`src/rtl/tpu_mac_result_collector_if.sv`:
```
// Stream bundle between the MAC result producer/consumer side and the result collector.
interface tpu_mac_result_collector_if #(
  parameter int DATA_WIDTH = 32
);
  logic signed [DATA_WIDTH-1:0] mac_result;
  logic                         mac_valid;
  logic [7:0]                   acc_len;
  logic [DATA_WIDTH-1:0]        out_data;
  logic                         out_valid;
  logic                         out_ready;
  logic                         mac_stall;
  logic                         busy;
  logic                         overflow;

  modport master (
    output mac_result, mac_valid, acc_len, out_ready,
    input  out_data, out_valid, mac_stall, busy, overflow
  );

  modport slave (
    input  mac_result, mac_valid, acc_len, out_ready,
    output out_data, out_valid, mac_stall, busy, overflow
  );
endinterface

```
`src/rtl/tpu_mac_result_collector.sv`:
```
// Sums groups of MAC beats, saturates each group result and queues it in a small FIFO.
// Optional macro TPU_RESULT_RELU_EN clamps negative group results to zero. Needs ACC_WIDTH > DATA_WIDTH.
module tpu_mac_result_collector #(
  parameter int DATA_WIDTH = 32,
  parameter int ACC_WIDTH  = 40,
  parameter int FIFO_DEPTH = 4
) (
  input logic                      clk,
  input logic                      rst,
  tpu_mac_result_collector_if.slave bus
);

  localparam int PTR_W = $clog2(FIFO_DEPTH);
  localparam int CNT_W = PTR_W + 1;

  typedef enum logic {IDLE, ACCUM} state_t;

  state_t                      state, state_d;
  logic signed [ACC_WIDTH-1:0] acc, acc_d, mac_ext, sum;
  logic [7:0]                  cnt, cnt_d, len_q, len_d, first_len;
  logic                        beat, complete;
  logic                        pos_ovf, neg_ovf;
  logic [DATA_WIDTH-1:0]       sat, push_val;

  logic [DATA_WIDTH-1:0]       mem [FIFO_DEPTH];
  logic [PTR_W-1:0]            wr_ptr, rd_ptr;
  logic [CNT_W-1:0]            count;
  logic                        full, pop, push, overflow_q;

  assign beat      = bus.mac_valid && !rst;
  assign mac_ext   = {{(ACC_WIDTH-DATA_WIDTH){bus.mac_result[DATA_WIDTH-1]}}, bus.mac_result};
  assign first_len = (bus.acc_len == 8'd0) ? 8'd1 : bus.acc_len;

  // NOTE: every signal written here gets a default first, so no path leaves one unassigned (no latches).
  always_comb begin
    state_d  = state;
    acc_d    = acc;
    cnt_d    = cnt;
    len_d    = len_q;
    complete = 1'b0;
    sum      = mac_ext;
    if (beat) begin
      unique case (state)
        IDLE: begin
          len_d = first_len;
          if (first_len == 8'd1) begin
            complete = 1'b1;
            cnt_d    = 8'd0;
          end else begin
            acc_d   = mac_ext;
            cnt_d   = 8'd1;
            state_d = ACCUM;
          end
        end
        ACCUM: begin
          sum = acc + mac_ext;
          if (cnt == len_q - 8'd1) begin
            complete = 1'b1;
            cnt_d    = 8'd0;
            acc_d    = '0;
            state_d  = IDLE;
          end else begin
            acc_d = sum;
            cnt_d = cnt + 8'd1;
          end
        end
        default: state_d = IDLE;
      endcase
    end
  end

  // Out of range when the bits above the result's sign bit disagree with the true sign.
  assign pos_ovf = !sum[ACC_WIDTH-1] &&  (|sum[ACC_WIDTH-2:DATA_WIDTH-1]);
  assign neg_ovf =  sum[ACC_WIDTH-1] && !(&sum[ACC_WIDTH-2:DATA_WIDTH-1]);
  assign sat = pos_ovf ? {1'b0, {(DATA_WIDTH-1){1'b1}}} :
               neg_ovf ? {1'b1, {(DATA_WIDTH-1){1'b0}}} :
               sum[DATA_WIDTH-1:0];

`ifdef TPU_RESULT_RELU_EN
  assign push_val = sat[DATA_WIDTH-1] ? '0 : sat;
`else
  assign push_val = sat;
`endif

  assign bus.out_valid = (count != '0);
  assign full          = (count == CNT_W'(FIFO_DEPTH));
  assign pop           = bus.out_valid && bus.out_ready;
  assign push          = complete && (!full || pop);

  // NOTE: sequential state uses non-blocking assignments so every register sees pre-edge values.
  always_ff @(posedge clk) begin
    if (rst) begin
      state      <= IDLE;
      acc        <= '0;
      cnt        <= '0;
      len_q      <= '0;
      wr_ptr     <= '0;
      rd_ptr     <= '0;
      count      <= '0;
      overflow_q <= 1'b0;
    end else begin
      state <= state_d;
      acc   <= acc_d;
      cnt   <= cnt_d;
      len_q <= len_d;
      if (push) wr_ptr <= wr_ptr + PTR_W'(1);
      if (pop)  rd_ptr <= rd_ptr + PTR_W'(1);
      case ({push, pop})
        2'b10:   count <= count + CNT_W'(1);
        2'b01:   count <= count - CNT_W'(1);
        default: count <= count;
      endcase
      if (complete && full && !pop) overflow_q <= 1'b1;
    end
  end

  // NOTE: storage is not reset; out_data is masked while empty so stale contents never show.
  always_ff @(posedge clk) begin
    if (push) mem[wr_ptr] <= push_val;
  end

  assign bus.out_data  = bus.out_valid ? mem[rd_ptr] : '0;
  assign bus.mac_stall = (count >= CNT_W'(FIFO_DEPTH - 1));
  assign bus.busy      = (state == ACCUM) || bus.out_valid;
  assign bus.overflow  = overflow_q;

endmodule
```
`src/flat_wrapper.sv`:
```
// flat-port wrapper written by rule: the top's interface ports become plain ports
module tpu_mac_result_collector_flat 
#(
  parameter int DATA_WIDTH = 32,
  parameter int ACC_WIDTH  = 40,
  parameter int FIFO_DEPTH = 4
)
  (clk, rst, bus_mac_result, bus_mac_valid, bus_acc_len, bus_out_ready, bus_out_data, bus_out_valid, bus_mac_stall, bus_busy, bus_overflow);
  tpu_mac_result_collector_if #(.DATA_WIDTH(DATA_WIDTH)) bus_i ();
  input logic clk;
  input logic rst;
  input wire logic [$bits(bus_i.mac_result)-1:0] bus_mac_result;
  input wire logic [$bits(bus_i.mac_valid)-1:0] bus_mac_valid;
  input wire logic [$bits(bus_i.acc_len)-1:0] bus_acc_len;
  input wire logic [$bits(bus_i.out_ready)-1:0] bus_out_ready;
  output wire logic [$bits(bus_i.out_data)-1:0] bus_out_data;
  output wire logic [$bits(bus_i.out_valid)-1:0] bus_out_valid;
  output wire logic [$bits(bus_i.mac_stall)-1:0] bus_mac_stall;
  output wire logic [$bits(bus_i.busy)-1:0] bus_busy;
  output wire logic [$bits(bus_i.overflow)-1:0] bus_overflow;
  assign bus_i.mac_result = bus_mac_result;
  assign bus_i.mac_valid = bus_mac_valid;
  assign bus_i.acc_len = bus_acc_len;
  assign bus_i.out_ready = bus_out_ready;
  assign bus_out_data = bus_i.out_data;
  assign bus_out_valid = bus_i.out_valid;
  assign bus_mac_stall = bus_i.mac_stall;
  assign bus_busy = bus_i.busy;
  assign bus_overflow = bus_i.overflow;
  tpu_mac_result_collector #(.DATA_WIDTH(DATA_WIDTH), .ACC_WIDTH(ACC_WIDTH), .FIFO_DEPTH(FIFO_DEPTH)) u_core (.clk(clk), .rst(rst), .bus(bus_i));
endmodule
```
`config.mk`:
```
export PLATFORM = sky130hd
export DESIGN_NAME = tpu_mac_result_collector_flat
export DESIGN_NICKNAME = d
export VERILOG_FILES = /design/src/rtl/tpu_mac_result_collector_if.sv /design/src/rtl/tpu_mac_result_collector.sv /design/src/flat_wrapper.sv
export SDC_FILE = /design/constraint.sdc
export NUM_CORES = 1
export LEC_CHECK = 0
export ABC_AREA = 1
export BUFFER_PORTS_ARGS = -buffer_cell sky130_fd_sc_hd__buf_4
export CAP_MARGIN = 20
export CELL_PAD_IN_SITES_DETAIL_PLACEMENT = 0
export CELL_PAD_IN_SITES_GLOBAL_PLACEMENT = 1
export CORE_ASPECT_RATIO = 1.75
export CORE_MARGIN = 5
export CORE_UTILIZATION = 29
export DETAILED_ROUTE_END_ITERATION = 6
export HOLD_SLACK_MARGIN = 0.12
export PLACE_DENSITY = 0.59
export SLEW_MARGIN = 40
export SYNTH_ARGS = -nofsm -noshare
export SYNTH_HDL_FRONTEND = slang
export SYNTH_SLANG_ARGS = --single-unit
export TNS_END_PERCENT = 1
```
`constraint.sdc`:
```
create_clock -name clk -period 7.22 [get_ports clk]
set_input_delay 0 -clock clk [delete_from_list [all_inputs] [get_ports clk]]
set_output_delay 0 -clock clk [all_outputs]
set_load 0.03 [all_outputs]
```
==> results of run 1 <==
## placed cells by master, fill, tap and decap left out, types with 3 or more instances in the layout
master | synthesis | final
nand2_1 | 398 | 398
nor2_1 | 223 | 218
a21oi_1 | 146 | 146
edfxtp_1 | 128 | 128
inv_1 | 126 | 125
o21ai_0 | 119 | 119
buf_4 | 3 | 95
dfxtp_1 | 67 | 66
nand3_1 | 49 | 49
dlygate4sd3_1 | 0 | 47
ha_1 | 45 | 45
xor2_1 | 27 | 27
nand2_2 | 25 | 25
clkbuf_16 | 0 | 17
xnor2_1 | 15 | 15
nor2_2 | 10 | 15
a31oi_1 | 13 | 13
nand3_2 | 13 | 12
nor3_1 | 8 | 8
clkinv_1 | 4 | 5
inv_2 | 4 | 5
o31ai_1 | 5 | 5
inv_6 | 0 | 5
o21bai_1 | 4 | 4
nor2_4 | 3 | 3
a21oi_2 | 3 | 3
o21a_1 | 3 | 3
a22oi_1 | 3 | 3
inv_8 | 0 | 3
## worst min-delay path by stage
stage                             from         endpoint  slack [ns]  cells past startpoint
finish              bus_mac_result[31]   u_core.acc[33]        0.21                      3
global route        bus_mac_result[31]   u_core.acc[31]        0.24                      3
CTS                 bus_mac_result[31]   u_core.acc[36]        0.20                      3
detailed placement      bus_acc_len[2]  u_core.len_q[2]        0.22                      3
global placement        bus_acc_len[2]  u_core.len_q[2]        0.22                      3
floorplan               bus_acc_len[1]  u_core.len_q[1]        0.11                      2
## sequential cells by signal (all words and copies together) (netlist names), named ones only
register	flops
u_core.count	3
u_core.len_q	8
u_core.cnt	8
u_core.state	1
u_core.bus.overflow	1
u_core.acc	40
u_core.mem	128
u_core.rd_ptr	2
u_core.wr_ptr	2
## power by group through the flow
stage | registers [mW] | clock network, mW | logic (mW)
after floorplan | 1.29 | 0 | 0.827
after global placement | 1.29 | 0 | 1.26
after detailed placement | 1.29 | 0 | 1.26
after CTS | 1.27 | 0.987 | 1.29
after global routing | 1.27 | 1.03 | 1.40
final | 1.27 | 0.962 | 1.26
## routing by layer
layer / vias to the layer above / wire, um / track usage
met5: - / 0 / 0
met4: 0 / 1400 / 0.0672
met3: 60 / 935 / 0.0243
met2: 149 / 21600 / 0.349
met1: 4791 / 14100 / 0.172
li1: 5207 / - / -
## timing repair
| action | 4_1_cts | 5_1_grt |
|---|---|---|
| setup endpoints to repair | 0 | 0 |
| hold endpoints to repair | 158 | 0 |
| hold buffers | 47 | 0 |
| setup buffers | 0 | 0 |
## cell type report
class | instances | area share
Clock buffer | 17 | 0.0308
Timing Repair Buffer | 142 | 0.0858
Clock inverter | 15 | 0.0118
Sequential cell | 195 | 0.376
Multi-Input combinational cell | 1136 | 0.415
Tap cell | 495 | 0.0449
Inverter | 134 | 0.0364
## worst max-delay path, delay by kind of cell, from the launching register on
kind	cells	cell delay (ns)
compound gates	3	0.60
xor+xnor	1	0.12
fa+ha+maj	1	0.30
buf+inv	3	1.22
flops	1	0.36
simple gates	5	0.63
## logic make-up after synthesis
| group | Yosys count |
|---|---|
| AOI/OAI and AO/OA | 301 |
| DFF | 195 |
| buffers and inverters | 190 |
| and+or+nand+nor | 745 |
| adders and majority gates | 47 |
| xor gates and xnor gates | 43 |
==> flow_summary.json, run 1 <==
{
  "yosys_register_bits": 195,
  "setup_viol": 0,
  "stdcell_area_um2": 13800,
  "h-tree-depth": 4,
  "cts.sinks": 195,
  "synth-adder-area-share": 0.0518,
  "irDropWorstVdd_v": 0.000173,
  "worst_pin_slew_ns": 0.755,
  "synth_most_common_cell": "nand2_1",
  "critPathKind": "flip-flop to flip-flop",
  "end_kind": "flip-flop",
  "ff2ff_path_depth": 13,
  "dieWidth_um": 161,
  "vias": 10207,
  "r2r_start": "u_core.len_q[0]",
  "fin_cells": 2134,
  "wire_per_inst_um": 17.8,
  "syn_avg_cell_area_um2": 7.65,
  "place_congestion": 0.903,
  "dpl.cell_count": 2055,
  "intPower_mw": 2.14,
  "path_common_cell": "nor2_1",
  "p_clk_frac": 0.276,
  "io_buffer_count": 79,
  "fin_crit_sh": 0.464,
  "max_freq_mhz": 299,
  "ys.flop_type": "edfxtp_1",
  "p_comb_frac": 0.361,
  "yosysWarningCount": 0,
  "cts_tree": "done",
  "p_leak_nw": 5.92,
  "synth_top_area_share": 0.330,
  "cp-start-kind": "flip-flop",
  "syn_inst": 1521,
  "grt_pass1_vias": 10522,
  "ios": 80,
  "cts_max_path_buffers": 2,
  "worst-r2r-setup-slack_ns": 3.87,
  "drv_slew": 0,
  "syn_nets": 1612,
  "placementRows": 97,
  "viasPerCell": 4.78,
  "worstHoldPathType": "primary input to flip-flop",
  "die_area_um2": 44400,
  "regArea_um2": 5190,
  "ant_nets": 0,
  "finalHoldViolCount": 0,
  "overflow": 0,
  "first_pass_iters": 5,
  "core_um2": 39900,
  "layout-drive-gt1-share": 0.121,
  "synth_area_um2": 11600,
  "multi_input_area_um2": 5720,
  "maxCapViolations": 0,
  "grt_max_degree": 66,
  "p_total_mw": 3.49,
  "fillers": 4227,
  "worst_clock_skew_ns": 0.0225,
  "cpPeakStageDelay_ns": 0.65,
  "critPathArrivalTime_ns": 3.69,
  "r2r-end": "u_core.cnt[5]",
  "drtIter0Drc": 481,
  "grtUsageTotal": 0.172,
  "cp-endpoint": "u_core.cnt[5]",
  "rsz0062_at_grt": "false",
  "synthTopCellsByCount": "398 x nand2_1, 223 x nor2_1, 146 x a21oi_1",
  "required_ns": 7.56,
  "p_seq_frac": 0.363,
  "die_h_um": 275,
  "yosys-top-cells-area": "edfxtp_1 33%, nand2_1 13%, dfxtp_1 12%, nor2_1 7.2%, a21oi_1 6.3%",
  "ys_seq_area_frac": 0.445,
  "area_growth_pct": 18.6,
  "synth_simple_gate_area_share": 0.269,
  "critPathLaunch": "u_core.len_q[0]",
  "post-place-ws_ns": 3.79,
  "dp_hpwl_um": 27400,
  "cts_resized": 0,
  "p_sw_frac": 0.388,
  "status": "finished clean",
  "antenna_found_initial": 0,
  "drt-total-wl_um": 38000,
  "start_util": 0.291,
  "post-route-drc-count": 0,
  "power_density_nw_per_um2": 253,
  "synthMuxAreaShare": 0,
  "fin_nets": 1717,
  "numCtsBuffers": 17,
  "place_area_um2": 12700,
  "synth_top_family_by_area": "simple AND/OR/NAND/NOR gates",
  "synthXorXnorAreaFrac": 0.0335,
  "cts-root-buf": "clkbuf_16",
  "synth_top_area_cell": "edfxtp_1",
  "insertedDiodeCount": 0,
  "tns_ns": 0,
  "cp_cell_sequence": "inv_1, ha_1, xor2_1, o21ai_0, nor2_1, o21ai_0, nor2_1, nand3_1, nand2_2, clkinv_1, buf_4, o21ai_1, nor2_1",
  "clock_latency_ns": 0.47,
  "crit_path_top_delay_cell": "clkinv_1",
  "min_period_ns": 3.35,
  "p_sw_mw": 1.36,
  "clk_pin_slew_ns": 0.09,
  "finalWorstSetupSlack_ns": 3.87,
  "cp_max_fo": 19,
  "fin_util": 0.346,
  "synth.distinct_cells": 47,
  "relSlewSlack": 0.494,
  "synth-compound-area-share": 0.135,
  "grt_pass1_wl_um": 58700,
  "worst_hold_slack_ns": 0.208,
  "synth_edf_count": 128,
  "ys_async_sr_fraction": 0
}
(Power assumes the default switching activity.)
==> run 2, diff against run 1 <==
- clock period: 7.22 -> 3.4 ns (I/O delays scaled with it)
==> flow_summary.json, run 2 (same netlist as run 1, synthesis figures left out) <==
{
  "dpl.cell_count": 2062,
  "die_area_um2": 44400,
  "relSlewSlack": 0.473,
  "cts.sinks": 195,
  "grt_pass1_vias": 10479,
  "drt-total-wl_um": 39200,
  "io_buffer_count": 79,
  "worst_clock_skew_ns": 0.0138,
  "worst_pin_slew_ns": 0.791,
  "critPathKind": "flip-flop to flip-flop",
  "path_common_cell": "nand2_1",
  "viasPerCell": 4.78,
  "numCtsBuffers": 17,
  "drv_slew": 0,
  "overflow": 0,
  "fin_nets": 1726,
  "grt_max_degree": 65,
  "grt.met2_usage": 0.357,
  "grtUsageTotal": 0.175,
  "layout_commonest_cell": "nand2_1",
  "vias": 10249,
  "finalHoldViolCount": 0,
  "clock_latency_ns": 0.46,
  "final_cell_mix": "397 x nand2_1, 218 x nor2_1, 146 x a21oi_1",
  "wire_per_inst_um": 18.3,
  "ant_nets": 0,
  "tns_ns": 0,
  "largest_register_ffs": 128,
  "p_leak_nw": 5.99,
  "start_util": 0.291,
  "cpPeakStageDelay_ns": 0.42,
  "cp_max_fo": 15,
  "dp_hpwl_um": 28100,
  "post-route-drc-count": 0,
  "h-tree-depth": 4,
  "irDropWorstVdd_v": 0.000358,
  "first_pass_iters": 5,
  "fin_cells": 2143,
  "ios": 80,
  "core_um2": 39900,
  "area_growth_pct": 19.9,
  "dieWidth_um": 161,
  "largest_registers": "u_core.mem: 128 flops, u_core.acc: 40 flops",
  "required_ns": 3.59,
  "min_period_ns": 3.20,
  "setup_viol": 0,
  "grt_pass1_wl_um": 59300,
  "die_h_um": 275,
  "regMostFlops": "u_core.mem",
  "max_freq_mhz": 312,
  "crit_path_top_delay_cell": "nor3_1",
  "cp-start-kind": "flip-flop",
  "post-cts-setup-buffers": 0,
  "worstHoldPathType": "primary input to flip-flop",
  "grtUsageMet1": 0.174,
  "cp_cell_sequence": "ha_1, nand2_1, nor3_1, o21ai_0, nand3_1, a31oi_1, nand2_1, or2_4, nand3_4, nand2_2, nand2_8, nand2_1, nand2_1",
  "drtIter0Drc": 458,
  "power_density_nw_per_um2": 529,
  "maxCapViolations": 0,
  "antenna_found_initial": 0,
  "cts_max_path_buffers": 2,
  "rsz0062_at_grt": "false",
  "place_congestion": 0.883,
  "insertedDiodeCount": 0,
  "cts_tree": "done",
  "critPathArrivalTime_ns": 3.39,
  "status": "finished clean",
  "placementRows": 97,
  "layout-drive-gt1-share": 0.127,
  "end_kind": "flip-flop",
  "grt_use_met3": 0.0211,
  "fin_crit_sh": 0.942,
  "cts-root-buf": "clkbuf_16",
  "clk_pin_slew_ns": 0.07,
  "busiest_layer": "met2"
}
==> run 2: cell count changes in the layout (fill, tap and decap cells not counted), moves of 2 or more <==
cell,change
buf_12,+5
clkinv_4,+3
nand2_8,+3
buf_4,+2
inv_6,-2
==> run 2: metal layers <==
metal	up-vias	share of wire
met3	62	0.020
met1	4816	0.37
met4	0	0.036
li1	5234	-
met5	-	0
met2	137	0.57
==> run 2: worst paths after layout <==
path,start,endpoint,slack [ns],cells past startpoint
worst max-delay path,u_core.acc[35],u_core.mem[2][26],0.20,13
worst min register to register,u_core.rd_ptr[0],flip-flop,0.47,1
worst max register to register,u_core.acc[35],u_core.mem[2][26],0.20,13
worst min-delay path,bus_mac_result[31],u_core.acc[38],0.22,5
==> run 2: what timing repair did <==
action                                  4_1_cts  5_1_grt
endpoints found under the hold margin       160        0
gates resized for setup                       0        6
hold buffers                                 47        0
endpoints found under the setup margin        0      124
==> run 2: stage by stage <==
stage                     hold slack (ns)  utilization  worst slack [ns]  power (mW)  area (um^2)
after CTS                           0.199        0.348            0.0976        7.50        13900
final                               0.218        0.349             0.199        7.39        14000
after global routing                0.279        0.349           0.00646        7.84        14000
after detailed placement            0.217        0.322             0.138        5.45        12800
after floorplan                     0.113            -            -0.154        4.49        11600
after global placement              0.217        0.322             0.121        5.45        12800
==> run 2: area by class of cell <==
cell class | instances | area (um^2)
Multi-Input combinational cell | 1138 | 5780
Tap cell | 495 | 619
Sequential cell | 195 | 5190
Clock inverter | 15 | 144
Fill cell | 4163 | 26000
Inverter | 134 | 505
Clock buffer | 17 | 425
Timing Repair Buffer | 149 | 1300
==> run 2: worst max-delay path, delay by kind of cell, from the launching register on <==
| family | cells | cell delay, ns |
|---|---|---|
| AND/OR/NAND/NOR | 10 | 1.85 |
| adder cells (fa/ha/maj) | 1 | 0.37 |
| AO/OA/AOI/OAI | 2 | 0.35 |
| flip-flops | 1 | 0.32 |
==> run 2: report_power, final <==
group / switching [mW] / leakage [nW] / internal [mW] / total [mW]
logic: 1.86 / 4.01 / 0.863 / 2.73
clock network: 0.996 / 0.277 / 0.970 / 1.97
registers: 0.0509 / 1.70 / 2.64 / 2.69
